==> src/rtl/mux_sel_serializer.sv <==
// Serializes an 8-bit word via an external 8:1 mux (sel/mux_in -> mux_y), with optional even parity bit.
// Latency: first bit one edge after load; sout holds under backpressure (advance = !sout_valid || sout_ready).
module mux_sel_serializer (
   input  logic       clk,
   input  logic       rst,
   input  logic [7:0] din,
   input  logic       din_valid,
   output logic       din_ready,
   input  logic       msb_first,
   input  logic       par_en,
   output logic [2:0] sel,
   output logic [7:0] mux_in,
   input  logic       mux_y,
   output logic       sout,
   output logic       sout_valid,
   input  logic       sout_ready,
   output logic       sof,
   output logic       eof,
   output logic       busy
);

   typedef enum logic [1:0] {
      IDLE   = 2'd0,
      SHIFT  = 2'd1,
      PARITY = 2'd2
   } state_t;

   state_t     state_q, state_d;
   logic [2:0] cnt_q, cnt_d;
   logic [2:0] sel_q, sel_d;
   logic [7:0] mux_in_q, mux_in_d;
   logic       parity_q, parity_d;
   logic       msb_q, msb_d;
   logic       par_en_q, par_en_d;
   logic       sout_q, sout_d;
   logic       sout_valid_q, sout_valid_d;
   logic       sof_q, sof_d;
   logic       eof_q, eof_d;
   logic       advance;

   assign advance = !sout_valid_q || sout_ready;

   always_ff @(posedge clk or posedge rst) begin
      if (rst) begin
         state_q      <= IDLE;
         cnt_q        <= 3'd0;
         sel_q        <= 3'd0;
         mux_in_q     <= 8'd0;
         parity_q     <= 1'b0;
         msb_q        <= 1'b0;
         par_en_q     <= 1'b0;
         sout_q       <= 1'b0;
         sout_valid_q <= 1'b0;
         sof_q        <= 1'b0;
         eof_q        <= 1'b0;
      end else begin
         state_q      <= state_d;
         cnt_q        <= cnt_d;
         sel_q        <= sel_d;
         mux_in_q     <= mux_in_d;
         parity_q     <= parity_d;
         msb_q        <= msb_d;
         par_en_q     <= par_en_d;
         sout_q       <= sout_d;
         sout_valid_q <= sout_valid_d;
         sof_q        <= sof_d;
         eof_q        <= eof_d;
      end
   end

   always_comb begin
      state_d      = state_q;
      cnt_d        = cnt_q;
      sel_d        = sel_q;
      mux_in_d     = mux_in_q;
      parity_d     = parity_q;
      msb_d        = msb_q;
      par_en_d     = par_en_q;
      sout_d       = sout_q;
      sout_valid_d = sout_valid_q;
      sof_d        = sof_q;
      eof_d        = eof_q;

      case (state_q)
         IDLE: begin
            // The previous frame's last bit may still be pending while a new word loads.
            if (sout_valid_q && sout_ready) begin
               sout_valid_d = 1'b0;
            end
            if (din_valid) begin
               mux_in_d = din;
               msb_d    = msb_first;
               par_en_d = par_en;
               parity_d = ^din;
               cnt_d    = 3'd0;
               sel_d    = msb_first ? 3'd7 : 3'd0;
               state_d  = SHIFT;
            end
         end

         SHIFT: begin
            if (advance) begin
               sout_d       = mux_y;
               sout_valid_d = 1'b1;
               sof_d        = (cnt_q == 3'd0);
               eof_d        = (cnt_q == 3'd7) && !par_en_q;
               cnt_d        = cnt_q + 3'd1;
               if (cnt_q == 3'd7) begin
                  state_d = par_en_q ? PARITY : IDLE;
               end else begin
                  sel_d = msb_q ? (sel_q - 3'd1) : (sel_q + 3'd1);
               end
            end
         end

         PARITY: begin
            if (advance) begin
               sout_d       = parity_q;
               sout_valid_d = 1'b1;
               sof_d        = 1'b0;
               eof_d        = 1'b1;
               state_d      = IDLE;
            end
         end

         default: begin
            state_d = IDLE;
         end
      endcase
   end

   assign din_ready  = (state_q == IDLE);
   assign busy       = (state_q != IDLE);
   assign sel        = sel_q;
   assign mux_in     = mux_in_q;
   assign sout       = sout_q;
   assign sout_valid = sout_valid_q;
   assign sof        = sof_q;
   assign eof        = eof_q;

endmodule

==> config.mk <==
export PLATFORM = sky130hd
export DESIGN_NAME = mux_sel_serializer
export DESIGN_NICKNAME = d
export VERILOG_FILES = /design/src/rtl/mux_sel_serializer.sv
export SDC_FILE = /design/constraint.sdc
export NUM_CORES = 1
export LEC_CHECK = 0
export ABC_CLOCK_PERIOD_IN_PS = 2000
export BUFFER_PORTS_ARGS = -buffer_cell sky130_fd_sc_hd__buf_2
export CORE_MARGIN = 8
export CORE_UTILIZATION = 52
export DETAILED_ROUTE_END_ITERATION = 12
export PLACE_DENSITY = 0.87
export SLEW_MARGIN = 20
export SYNTH_ARGS = -nofsm -noshare
export SYNTH_HDL_FRONTEND = slang
export SYNTH_SLANG_ARGS = --single-unit
==> constraint.sdc <==
create_clock -name clk -period 2 [get_ports clk]
set_input_delay 0.4 -clock clk [delete_from_list [all_inputs] [get_ports clk]]
set_output_delay 0.4 -clock clk [all_outputs]
set_load 0.01 [all_outputs]
==> flow_metrics.env <==
export IMPL_clk_pin_slew_ns=0.13
export IMPL_vias=961
export IMPL_synth_seq_cells=23
export IMPL_busiest_layer="met2"
export IMPL_slew_headroom_pct=67.4
export IMPL_numCtsBuffers=3
export IMPL_grt_max_degree=24
export IMPL_fin_area_sq_mm=0.00147
export IMPL_netlist_area_sq_mm=0.00126
export IMPL_drc=0
export IMPL_postCtsSetupBuffers=0
export IMPL_drt_iter0_drc=39
export IMPL_die_width_um=65.2
export IMPL_clockBufferDepth=2
export IMPL_ant_nets=0
export IMPL_wl_per_cell_um=14.2
export IMPL_synth_area_leaders="dfrtp_1, ha_1, mux2_2"
export IMPL_hold_violations=0
export IMPL_maxSlewViolCount=0
export IMPL_insertion_delay_ns=0.32
export IMPL_dp_cells=181
export IMPL_start_kind="register"
export IMPL_hold_path_class="in2async"
export IMPL_path_depth=4
export IMPL_ys_seq_area_share_pct=45.7
export IMPL_crit_type="reg2out"
export IMPL_cts_root_buf="clkbuf_4"
export IMPL_grt_util_met3_pct=4.59
export IMPL_synth_ff_type="dfrtp_1"
export IMPL_grt_pass1_wl_um=4480
export IMPL_yosysUniqueCellTypes=25
export IMPL_die_area_sq_mm=0.00425
export IMPL_skew_ns=0.00483
export IMPL_drive_above_1_share_pct=30.3
export IMPL_use_met1_pct=14.1
export IMPL_period_share_pct=92.9
export IMPL_arrival_ns=1.46
export IMPL_max_freq_mhz=538
export IMPL_synth_top_area_cell="dfrtp_1"
export IMPL_wirelength_um=2630
export IMPL_start_util_pct=52.7
export IMPL_r2r_start="state_q[1]$_DFFE_PP0P_"
export IMPL_cp_cell_sequence="inv_1 > ha_1 > inv_1 > buf_2"
export IMPL_place_hpwl_um=2090
export IMPL_crit_path_frequent_cell="inv_1"
export IMPL_cts_tree="built"
export IMPL_powerDensity_mw_per_mm2=1630
export IMPL_worst_ir_drop_vdd_v=0.000833
export IMPL_num_rows=18
export IMPL_p_leak_nw=0.735
export IMPL_worst_pin_slew_ns=0.488
export IMPL_finalNetCount=182
export IMPL_io_pins=32
export IMPL_cts_sinks=23
export IMPL_synth_top_area_share_pct=45.7
export IMPL_gp_congestion=0.865
export IMPL_crit_path_start="state_q[1]$_DFFE_PP0P_"
export IMPL_syn_inst=121
export IMPL_io_buffers=31
export IMPL_grt_usage_pct=13.2
export IMPL_cp_slowest_cell="dfrtp_1"
export IMPL_die_h_um=65.2
export IMPL_grt_pass1_vias=1059
export IMPL_place_area_sq_mm=0.00144
export IMPL_first_pass_iters=4
export IMPL_r2r_slack_ns=0.24
export IMPL_fin_cells=185
export IMPL_worstSetupEndpoint="busy"
export IMPL_antenna_found_initial=0
export IMPL_timing_rr_end="sel[0]$_DFFE_PP0P_"
export IMPL_rr_worst_depth=5
export IMPL_postCtsHoldBufs=0
export IMPL_cts_resized=0
export IMPL_syn_num_nets=147
export IMPL_synthArstFlopShare_pct=100
export IMPL_max_cap_violations=0
export IMPL_ctsHtreeMaxLevel=1
export IMPL_required_ns=1.60
export IMPL_grt_ovfl_total=0
export IMPL_status="finished, final reports clean"
export IMPL_synthToLayoutAreaGrowth_pct=16.9
export IMPL_setup_viol=0
export IMPL_worstSetupEndpointType="primary output"
export IMPL_yosysWarnings=0
export IMPL_finalSetupTns_ns=0
export IMPL_synth_avg_cell_area_sq_um=10.4
export IMPL_num_fill_cells=205
export IMPL_seq_area_sq_um=576
export IMPL_crit_family="flip-flops"
export IMPL_path_max_fanout=6
export IMPL_synth_edf_count=0
export IMPL_via_per_inst=5.19
export IMPL_worst_path_largest_cell_delay_ns=0.44
export IMPL_rsz0062_at_grt="false"
export IMPL_period_needed_ns=1.86
export IMPL_grt_use_met2_pct=22.9
export IMPL_critPathBufInv=3
export IMPL_multi_input_area_sq_um=619
export IMPL_core_area_sq_mm=0.00239
export IMPL_num_antenna_cells=0
metrics by stage:
| stage | hold WS [ns] | setup slack (ns) | util [%] | power, W |
|---|---|---|---|---|
| after floorplan | 0.402 | 0.449 | - | 0.00178 |
| final | 0.0912 | 0.142 | 61.6 | 0.00239 |
| after global placement | 0.448 | 0.338 | 60.5 | 0.00209 |
| after global routing | 0.0952 | 0.0447 | 61.6 | 0.00262 |
| after detailed placement | 0.456 | 0.246 | 60.5 | 0.00218 |
| after CTS | 0.0916 | 0.137 | 61.6 | 0.00241 |
cells in the mapped netlist (3+ instances only):
cell type  instances
dfrtp_1           23
o21ai_0            6
a21oi_1            4
xnor2_1            7
o22ai_1            3
nand2_1           15
nor2_1             6
o21ai_1            4
nand2b_1           3
ha_1              10
mux2_2            10
inv_1             13
worst min path at each step:
stage	endpoint	slack (ns)	cells past startpoint
2_1_floorplan	cnt_q[0]$_DFFE_PP0P_	0.40	1
3_3_place_gp	cnt_q[0]$_DFFE_PP0P_	0.45	3
3_5_place_dp	cnt_q[1]$_DFFE_PP0P_	0.46	3
4_1_cts	mux_in[6]$_DFFE_PP0P_	0.09	3
5_1_grt	mux_in[6]$_DFFE_PP0P_	0.1	3
6_report	mux_in[1]$_DFFE_PP0P_	0.09	3
layout by cell type (no fill, tap or decap):
master,instances
a21o_2,1
a21oi_1,4
buf_2,31
buf_4,1
clkbuf_4,3
clkinv_2,1
dfrtp_1,23
fa_1,1
ha_1,10
inv_1,13
mux2_2,10
mux2i_1,2
nand2_1,15
nand2b_1,3
nor2_1,6
nor2b_1,1
nor3_1,2
o21a_1,1
o21ai_0,6
o21ai_1,4
o22a_1,1
o22ai_1,3
o2bb2ai_1,2
o31a_1,1
o31ai_1,1
o32a_1,1
xnor2_1,7
xor2_1,1
kinds of logic after synthesis:
kind of cell               Yosys count  share of synthesized area (%)
AOI/OAI and AO/OA                   25                           12.5
xor gates and xnor gates             8                           5.57
adders and majority gates           11                           11.5
buffers and inverters               15                           5.07
DFF                                 23                           45.7
muxes                               12                           10.5
and+or+nand+nor                     27                           9.05
registers in the layout, summed over array words and instances, names as in the netlist:
| signal | count |
|---|---|
| parity_q | 1 |
| cnt_q | 3 |
| sout | 1 |
| sof | 1 |
| sel | 3 |
| state_q | 2 |
| sout_valid | 1 |
| par_en_q | 1 |
| eof | 1 |
| msb_q | 1 |
| mux_in | 8 |
layer usage:
layer / up-vias / wire, um
met3: 5 / 198
met2: 32 / 1250
met5: - / 0
met1: 451 / 1140
li1: 473 / -
met4: 0 / 50
where the power goes:
group	internal [W]	leakage, nW	switching, W	total (W)
clock	0.0000751	0.0177	0.000147	0.000222
sequential	0.000694	0.280	0.000152	0.000847
combinational	0.000585	0.438	0.000738	0.00132
total	0.00135	0.735	0.00104	0.00239
tightest hold or removal path, stage by stage:
cell	delay, ns
buf_2	0.10
inv_1	0.04
buf_4	0.28
layout make-up:
class,count,area share (%)
clock buffer,3,1.53
clock inverter,1,0.340
inverter,13,3.32
multi-input combinational,83,42.1
sequential,23,39.1
tap,30,2.55
timing repair buffer,32,11.1
Note: power is estimated with default switching activity, not from simulation.
